$ cat src/rtl/tour_cmd_sequencer.sv
// Scripted command player: replays up to DEPTH stored commands to RemoteComm, one per cmd_snt/resp round.
// Define SEQ_RETRY_EN to re-issue a nacked or timed-out command up to MAX_RETRY times before failing.
module tour_cmd_sequencer #(
  parameter int                DEPTH          = 16,
  parameter int                CMD_W          = 16,
  parameter int                RESP_W         = 8,
  parameter logic [RESP_W-1:0] ACK_VAL        = 8'hA5,
  parameter logic [23:0]       TIMEOUT_CYCLES = 24'd2000000,
  parameter int                MAX_RETRY      = 2,
  localparam int               AW             = (DEPTH > 1) ? $clog2(DEPTH) : 1,
  localparam int               CW             = $clog2(DEPTH + 1)
) (
  input  logic              clk,
  input  logic              rst,
  input  logic              load_we,
  input  logic [AW-1:0]     load_addr,
  input  logic [CMD_W-1:0]  load_data,
  input  logic [CW-1:0]     num_cmds,
  input  logic              start,
  input  logic              abort,
  output logic [CMD_W-1:0]  cmd,
  output logic              snd_cmd,
  input  logic              cmd_snt,
  input  logic              resp_rdy,
  input  logic [RESP_W-1:0] resp,
  output logic              busy,
  output logic              done,
  output logic              err,
  output logic [1:0]        err_code,
  output logic [CW-1:0]     cur_idx
);

  localparam int RW = $clog2(MAX_RETRY + 2);
`ifdef SEQ_RETRY_EN
  localparam logic [RW-1:0] RETRY_LIM = RW'(MAX_RETRY);
`else
  localparam logic [RW-1:0] RETRY_LIM = '0;
`endif

  localparam logic [1:0] CODE_NACK    = 2'b01;
  localparam logic [1:0] CODE_TIMEOUT = 2'b10;
  localparam logic [1:0] CODE_ABORT   = 2'b11;

  typedef enum logic [2:0] {
    S_IDLE, S_ISSUE, S_WAIT_SNT, S_WAIT_RESP, S_NEXT, S_DONE, S_ERROR
  } state_t;

  state_t            state, state_nxt;
  logic [CMD_W-1:0]  script [DEPTH];
  logic [CW-1:0]     n_cmds, n_nxt, cur_idx_nxt;
  logic [CMD_W-1:0]  cmd_nxt;
  logic [23:0]       timer, timer_nxt;
  logic [RW-1:0]     retry, retry_nxt;
  logic              busy_nxt, done_nxt, err_nxt, snd_nxt;
  logic [1:0]        err_code_nxt, fail_code;
  logic              load_ok, timed_out, fail, playing;
  logic [AW-1:0]     rd_idx;

  assign load_ok   = load_we && !busy;
  assign timed_out = (timer == TIMEOUT_CYCLES - 24'd1);
  assign playing   = state inside {S_ISSUE, S_WAIT_SNT, S_WAIT_RESP, S_NEXT};

  always_ff @(posedge clk) begin
    if (load_ok) script[load_addr] <= load_data;
  end

  always_comb begin
    state_nxt    = state;
    n_nxt        = n_cmds;
    cur_idx_nxt  = cur_idx;
    timer_nxt    = timer;
    retry_nxt    = retry;
    busy_nxt     = busy;
    done_nxt     = done;
    err_nxt      = err;
    err_code_nxt = err_code;
    cmd_nxt      = cmd;
    snd_nxt      = 1'b0;
    fail         = 1'b0;
    fail_code    = 2'b00;
    rd_idx       = '0;

    case (state)
      S_IDLE: begin
        if (start) begin
          n_nxt        = (num_cmds > CW'(DEPTH)) ? CW'(DEPTH) : num_cmds;
          cur_idx_nxt  = '0;
          retry_nxt    = '0;
          busy_nxt     = 1'b1;
          done_nxt     = 1'b0;
          err_nxt      = 1'b0;
          err_code_nxt = 2'b00;
          state_nxt    = (n_nxt == '0) ? S_DONE : S_ISSUE;
        end
      end
      S_ISSUE: begin
        timer_nxt = '0;
        state_nxt = S_WAIT_SNT;
      end
      S_WAIT_SNT: begin
        timer_nxt = timer + 24'd1;
        if (timed_out) begin
          fail      = 1'b1;
          fail_code = CODE_TIMEOUT;
        end else if (cmd_snt) begin
          state_nxt = S_WAIT_RESP;
        end
      end
      S_WAIT_RESP: begin
        timer_nxt = timer + 24'd1;
        // A response arriving on the last timer clock still counts.
        if (resp_rdy) begin
          if (resp == ACK_VAL) begin
            cur_idx_nxt = cur_idx + CW'(1);
            retry_nxt   = '0;
            state_nxt   = S_NEXT;
          end else begin
            fail      = 1'b1;
            fail_code = CODE_NACK;
          end
        end else if (timed_out) begin
          fail      = 1'b1;
          fail_code = CODE_TIMEOUT;
        end
      end
      S_NEXT: begin
        state_nxt = (cur_idx == n_cmds) ? S_DONE : S_ISSUE;
      end
      S_DONE, S_ERROR: begin
        busy_nxt  = 1'b0;
        state_nxt = S_IDLE;
      end
      default: state_nxt = S_IDLE;
    endcase

    if (fail) begin
      if (retry != RETRY_LIM) begin
        retry_nxt = retry + RW'(1);
        state_nxt = S_ISSUE;
      end else begin
        state_nxt    = S_ERROR;
        err_code_nxt = fail_code;
      end
    end

    // Abort overrides any ack, nack or timeout decided this clock.
    if (abort && playing) begin
      state_nxt    = S_ERROR;
      err_code_nxt = CODE_ABORT;
      cur_idx_nxt  = cur_idx;
      retry_nxt    = retry;
    end

    if (state_nxt == S_DONE)  done_nxt = 1'b1;
    if (state_nxt == S_ERROR) err_nxt  = 1'b1;

    // A same-clock script write to the entry about to be issued is forwarded.
    if (state_nxt == S_ISSUE) begin
      rd_idx  = cur_idx_nxt[AW-1:0];
      snd_nxt = 1'b1;
      cmd_nxt = (load_ok && load_addr == rd_idx) ? load_data : script[rd_idx];
    end
  end

  always_ff @(posedge clk) begin
    if (rst) begin
      state    <= S_IDLE;
      n_cmds   <= '0;
      cur_idx  <= '0;
      timer    <= '0;
      retry    <= '0;
      busy     <= 1'b0;
      done     <= 1'b0;
      err      <= 1'b0;
      err_code <= 2'b00;
      cmd      <= '0;
      snd_cmd  <= 1'b0;
    end else begin
      state    <= state_nxt;
      n_cmds   <= n_nxt;
      cur_idx  <= cur_idx_nxt;
      timer    <= timer_nxt;
      retry    <= retry_nxt;
      busy     <= busy_nxt;
      done     <= done_nxt;
      err      <= err_nxt;
      err_code <= err_code_nxt;
      cmd      <= cmd_nxt;
      snd_cmd  <= snd_nxt;
    end
  end

endmodule

$ cat config.mk
export PLATFORM = sky130hd
export DESIGN_NAME = tour_cmd_sequencer
export DESIGN_NICKNAME = d
export VERILOG_FILES = /design/src/rtl/tour_cmd_sequencer.sv
export SDC_FILE = /design/constraint.sdc
export NUM_CORES = 1
export LEC_CHECK = 0
export BUFFER_PORTS_ARGS = -buffer_cell sky130_fd_sc_hd__buf_2
export CORE_AREA = 2 2 152 154
export DETAILED_ROUTE_END_ITERATION = 10
export DIE_AREA = 0 0 154 156
export PLACE_DENSITY = 0.86
export SKIP_CTS_REPAIR_TIMING = 1
export SLEW_MARGIN = 20
export SYNTH_ARGS = -nofsm -noshare
export SYNTH_HDL_FRONTEND = slang
export SYNTH_SLANG_ARGS = --single-unit
$ cat constraint.sdc
create_clock -name clk -period 6.67 [get_ports clk]
set_clock_uncertainty 0.2 [all_clocks]
set_input_delay 0 -clock clk [delete_from_list [all_inputs] [get_ports clk]]
set_output_delay 0 -clock clk [all_outputs]
set_load 0.01 [all_outputs]
### Word level (Yosys, flattened, before mapping)

Memory sizes are Yosys's and may differ from the RTL's. A register that Yosys moved wholly into a read port is not among the register bits.
Index checks and enable logic that the tools add are counted.

| storage, ports and cells | value |
|---|---|
| latch bits | 0 |
| register bits after elaboration | 45 |
| bits in read-only memories | 0 |
| output and inout bits | 27 |
| memories kept | 1 |
| bits of input ports | 40 |
| RAM bits | 256 |

Memory list:

| memory | words | width | read ports | clocked after memory_dff | write ports | RTL line | source |
|---|---|---|---|---|---|---|---|
| script | 16 | 16 | 1 | 1 | 1 | 49 | `logic [CMD_W-1:0] script [DEPTH];` |

| operators by class | value |
|---|---|
| divide/modulo/power cells | 0 |
| add/subtract/negate cells | 3 |
| mux-type cells | 46 |
| reductions and logical operators | 21 |
| bitwise logic cells | 1 |
| $mul | 0 |
| order comparisons | 1 |
| shift-type cells | 0 |
| eq/ne operators | 15 |

Operators by type and width:

| kind | count |
|---|---|
| 24-bit one-hot mux with 2 select lines | 1 |
| 3-bit two-way mux | 10 |
| 24-bit by 1-bit adder with 24-bit output, second input constant | 1 |
| 24-bit by 21-bit == test with 1-bit output, second input constant | 1 |
| 2-bit two-way mux | 12 |
| 5-bit two-way mux | 4 |
| 2-bit nonzero test | 8 |
| 3-bit == test, second input constant | 5 |
| 3-bit one-hot mux with 5 select lines | 1 |
| 1-bit two-way mux | 12 |
| 5-bit one-hot mux with 2 select lines | 1 |
| 8-bit == test, second input constant | 1 |
| 2-bit one-hot mux with 2 select lines | 2 |
| 2-bit AND reduction | 4 |
| 3-bit by 1-bit == test with 1-bit output, second input constant | 2 |
| 3-bit by 2-bit == test with 1-bit output, second input constant | 2 |
| 5-bit by 1-bit adder with 5-bit output, second input constant | 1 |
| 5-bit == test | 1 |
| 5-bit > comparator, second input constant | 1 |
| 5-bit zero test | 1 |
| 5-bit AND reduction | 1 |
| 4-bit two-way mux | 1 |
| 2-bit != test, second input constant | 2 |
| 1-bit one-hot mux with 2 select lines | 2 |
| 8 further kinds | 10 |

### Longest topological paths before layout

| logic depth | value |
|---|---|
| depth in word-level cells | 11 |
| depth in mapped cells | 11 |
| mapped depth without buffers | 9 |

### Least setup slack after synthesis

Ideal clock, no wire load.

| path | value |
|---|---|
| path kind | reg-to-reg |
| start | register busy |
| end | memory script[0][0] (enable) |
| setup slack | 4.022 ns |
| stages on the path, launching flop included | 4 |
| library setup time | 0.409 ns |
| arrival time | 2.038 ns |
| required time | 6.061 ns |
| path buffers | 0 |
| path through | dfxtp_1 nand2b_1 or3_1 nor3_1 |

| on the way | value |
|---|---|
| word-level cells in the longest chain between the ends | 4 |

RTL lines:

| element | RTL line | source |
|---|---|---|
| start: declaration | 26 | `output logic busy,` |
| start signal: assignment | 184 | `busy <= busy_nxt;` |
| 1-bit zero test | 59 | `assign load_ok = load_we && !busy;` |
| 1-bit logical AND | 59 |  |
| 1-bit two-way mux | 64 | `if (load_ok) script[load_addr] <= load_data;` |
| 1-bit two-way mux (implied by the code) | 64 |  |
| end: declaration | 49 |  |

Every way passes these cells.

### Worst setup path in the final report

| path | value |
|---|---|
| start | input port resp[4] |
| end | register cmd[4] (read register of script) |

| on the way | value |
|---|---|
| word-level cells in the longest chain between the ends | 7 |

RTL lines:

| element | RTL line | source |
|---|---|---|
| start: declaration | 25 | `input logic [RESP_W-1:0] resp,` |
| 8-bit == test (*) | 113 | `if (resp == ACK_VAL) begin` |
| 3-bit two-way mux or 1-bit two-way mux (tied branches) | 113 |  |
| 3-bit two-way mux or 1-bit two-way mux (tied branches) | 112 | `if (resp_rdy) begin` |
| 3-bit one-hot mux with 5 select lines or 1-bit one-hot mux with 2 select lines (tied branches) | 83 | `case (state)` |
| 3-bit two-way mux | 136 | `if (fail) begin` |
| 3-bit two-way mux | 147 | `if (abort && playing) begin` |
| 3-bit by 1-bit == test with 1-bit output | 158 | `if (state_nxt == S_ISSUE) begin` |
| end: declaration | 21 | `output logic [CMD_W-1:0] cmd,` |

Every way passes the cells marked *; elsewhere a longest branch is shown, timed or not. The select of a mux whose other input is x is not followed.
A chain may end at the register's enable or synchronous reset.

==> metrics <==
status=finished, violations left; violations in the final reports=hold timing; aggregate negative setup slack=0 ns; main combinational cell family by area after synthesis=simple AND/OR/NAND/NOR gates; IO buf count=66; Post-Place Cell Area=13770 µm²; Worst Reg2Reg Path Length in Cells=9; Tightest Hold Check Type=input port to register; maximum vdd ir drop=0.2618 mV; Root Buffer=sky130_fd_sc_hd__clkbuf_16; Seq cells post-synth=317; number of buffers created by CTS=30; total global-route track usage=27.47%; clock transition at the register clock pins on the worst setup and hold paths after CTS=0.06 ns; Synthesized Nets=1129; half-perimeter wire length of the detailed placement result=19360 µm; cell area power density=315.0 nW/µm²; number of enable flip-flop cells after synthesis=256; number of violations of the max-capacitance limit=0; Crit. path cell count=14; fillers=1430; post-synthesis mux area share=1.571%; Core ar.=22370 µm²; crit end category=register; Iter 0 DRT Violations=1357; timing-limited maximum frequency=0.2464 GHz; remaining max-slew budget at the tightest pin=22.02%; warnings from Yosys=0; Die Area=24020 µm²; wire length per cell after detailed routing=23.26 µm; type of origin of the critical path=input port; Avg Inst Size Synth=12.10 µm²; cell repeated most along the worst path=sky130_fd_sc_hd__buf_4; drt total wl=34520 µm; hold slack=-0.02746 ns; peak per-stage delay on the critical path=0.58 ns; number of failing hold endpoints at the final stage=2; Setup WS pre-CTS=2.713 ns; number of max-slew violations in the final report=0; # setup viols final=0; detailed-route via count=10020; critical-path maximum fanout=38; Register-to-Register Setup Slack=2.62 ns; Mapped Cells=1086; pin count of the biggest net entering global routing=46; drt first pass iters=6; insertion delay to the later sink of the worst-skew pair=0.57 ns; share of synthesized cell area in full adder, half adder and majority cells=0.2856%; arrival time of data at the critical path endpoint=4.26 ns; list of cells traversed by the critical path=dlygate4sd3_1, buf_2, nor4bb_1, dlygate4sd3_1, buf_4, a21oi_1, o21ai_2, buf_4, nand2_2, buf_4, nand2_1, a21oi_1, o311ai_0, a31oi_1; FP Rows=55; combined buffer and inverter count along the critical path=6; Critical path origin=resp[4]; share of post-route cells with drive strength above 1=13.84%; launch instance of the worst register-to-register path=state[2]; leakage power=5.267 nW; width of the die=154 µm; commonest cells after routing, fill and taps aside=256 x sky130_fd_sc_hd__edfxtp_1, 207 x sky130_fd_sc_hd__nand2_1, 75 x sky130_fd_sc_hd__nand3_1, 66 x sky130_fd_sc_hd__buf_2, 65 x sky130_fd_sc_hd__a21oi_1; height of the chip=156 µm; number of primary I/O pins=67; global-route wire length before repair=51330 µm; H-tree Lvls=1; maximum buffer depth of the clock tree=3; effective utilization at floorplan=58.77%; layout overhead on the synthesized area=15.67%; total grt overflow=0; post-route standard cell area excluding fillers=15200 µm²; complex-gate fraction of the synthesized area=12.12%; Critical path destination=cmd[4]; capture point of the worst reg-to-reg path=cmd[9]; async set or reset register ratio after synthesis=0%; setup repair after global routing missed its margin=false; placed insts=1392; number of antenna violations at the first check in global routing=0; Clock Sink Count=317; transition time at the pin with the least slew margin=1.168 ns; post-route minimum period=4.058 ns; post-synth design cell area=13150 µm²; overall power consumption=4.790 mW; count of non-filler cells in the finished layout=1484; Total Nets Final=1220; part of the Yosys area used for sequential elements=67.77%; most instantiated flip-flop cell in the synthesis netlist=sky130_fd_sc_hd__edfxtp_1; mean number of vias per cell=6.753; start-to-end type of the worst setup path=input port to register; required time of the critical path=6.87 ns; CTS tree=done; parity-gate share of the synthesized area counting xor and xnor cells=0.5997%; Final Cycle Share=60.85%; utilization of the core after routing=67.98%; count of cell types in the netlist=63; cell with the largest stage delay on the worst path=sky130_fd_sc_hd__dlygate4sd3_1; gpl congestion=0.8464; simple-gate share of the synthesized area=15.10%; number of global-route vias before repair=9381; Post-DRT Antenna Nets=0; worst setup margin=2.612 ns; most frequent standard cell in the layout excluding fill and tap cells=sky130_fd_sc_hd__edfxtp_1; Largest delay share family, worst path=buffers and inverters; DRC Markers=0; Antenna diodes=0
registers in the layout, indices dropped and copies added (netlist names):
register and count:
retry 2, snd_cmd 1, state 3, err_code 2, n_cmds 5, cmd 16, busy 1, err 1
timer 24, done 1, script 256, cur_idx 5
kinds of logic after synthesis:
| logic type | Yosys count |
|---|---|
| adders and majority gates | 3 |
| DFF | 317 |
| xor gates and xnor gates | 9 |
| and+or+nand+nor | 427 |
| muxes | 20 |
| buffers and inverters | 75 |
| AOI/OAI and AO/OA | 235 |
layout make-up:
| cell class | count | area [µm²] | share of cell area (%) |
|---|---|---|---|
| flip-flops and latches | 317 | 8909 | 58.59 |
| multi-input cells | 694 | 3993 | 26.26 |
| repair buffers | 128 | 894.6 | 5.884 |
| clock buffers | 39 | 814.5 | 5.357 |
| well taps | 285 | 356.6 | 2.345 |
| clock inverters | 15 | 215.2 | 1.415 |
| inverters | 6 | 22.52 | 0.1481 |
worst min path at each step:
stage | start | to | cells after the start
4_1_cts | num_cmds[4] | n_cmds[4] | 3
3_3_place_gp | num_cmds[4] | n_cmds[4] | 3
2_1_floorplan | load_data[0] | script[0][0] | 0
6_report | resp_rdy | state[1] | 6
5_1_grt | resp_rdy | state[1] | 6
3_5_place_dp | num_cmds[4] | n_cmds[4] | 3
worst min-delay path, cell delays in order:
cell and delay, ns:
sky130_fd_sc_hd__buf_2 0.14, sky130_fd_sc_hd__nand2_1 0.12, sky130_fd_sc_hd__nand2_1 0.08, sky130_fd_sc_hd__o22ai_1 0.11, sky130_fd_sc_hd__nor2_1 0.18, sky130_fd_sc_hd__nor2_1 0.05
power breakdown:
part	internal [mW]	switching, mW	total [mW]
Sequential	2.24	0.0917	2.33
Clock	1.05	0.736	1.79
Combinational	0.232	0.437	0.669
Total	3.52	1.26	4.79
layer usage:
| layer | vias to the layer above | global-route usage [%] | wire, µm |
|---|---|---|---|
| met5 | - | 0 | 0 |
| met4 | 0 | 12.02 | 1468 |
| met3 | 119 | 5.250 | 4322 |
| met2 | 816 | 43.65 | 16200 |
| met1 | 4768 | 37.39 | 12520 |
| li1 | 4319 | - | - |
Yosys cell counts, types with 5 or more instances:
cell                       instances  share of area (%)
sky130_fd_sc_hd__a31oi_1          55                2.6
sky130_fd_sc_hd__nor2_1           58                1.7
sky130_fd_sc_hd__a21oi_1          67                2.6
sky130_fd_sc_hd__and3_1            8               0.38
sky130_fd_sc_hd__a221oi_1         16                1.1
sky130_fd_sc_hd__o311ai_0         16                1.1
sky130_fd_sc_hd__nor3_1           12               0.46
sky130_fd_sc_hd__nand2_1         208                5.9
sky130_fd_sc_hd__edfxtp_1        256                 58
sky130_fd_sc_hd__dfxtp_1          61                9.3
sky130_fd_sc_hd__buf_1             5               0.14
sky130_fd_sc_hd__a311oi_1         10               0.67
sky130_fd_sc_hd__nor3b_1           6               0.34
sky130_fd_sc_hd__nand2b_1          9               0.43
sky130_fd_sc_hd__nand3_1          75                2.9
sky130_fd_sc_hd__nor4_1            5               0.24
sky130_fd_sc_hd__and2_1            5               0.24
sky130_fd_sc_hd__buf_2            16               0.61
sky130_fd_sc_hd__clkbuf_1         42                1.2
sky130_fd_sc_hd__o221ai_1         16                1.1
sky130_fd_sc_hd__a32oi_1          16                1.1
sky130_fd_sc_hd__mux2i_1          17                1.3
sky130_fd_sc_hd__nand4_1           8               0.38
sky130_fd_sc_hd__or3_1             5               0.24
sky130_fd_sc_hd__o21ai_0          18               0.69
sky130_fd_sc_hd__xor2_1            6               0.40
sky130_fd_sc_hd__inv_1             5               0.14
(Power assumes the default switching activity.)
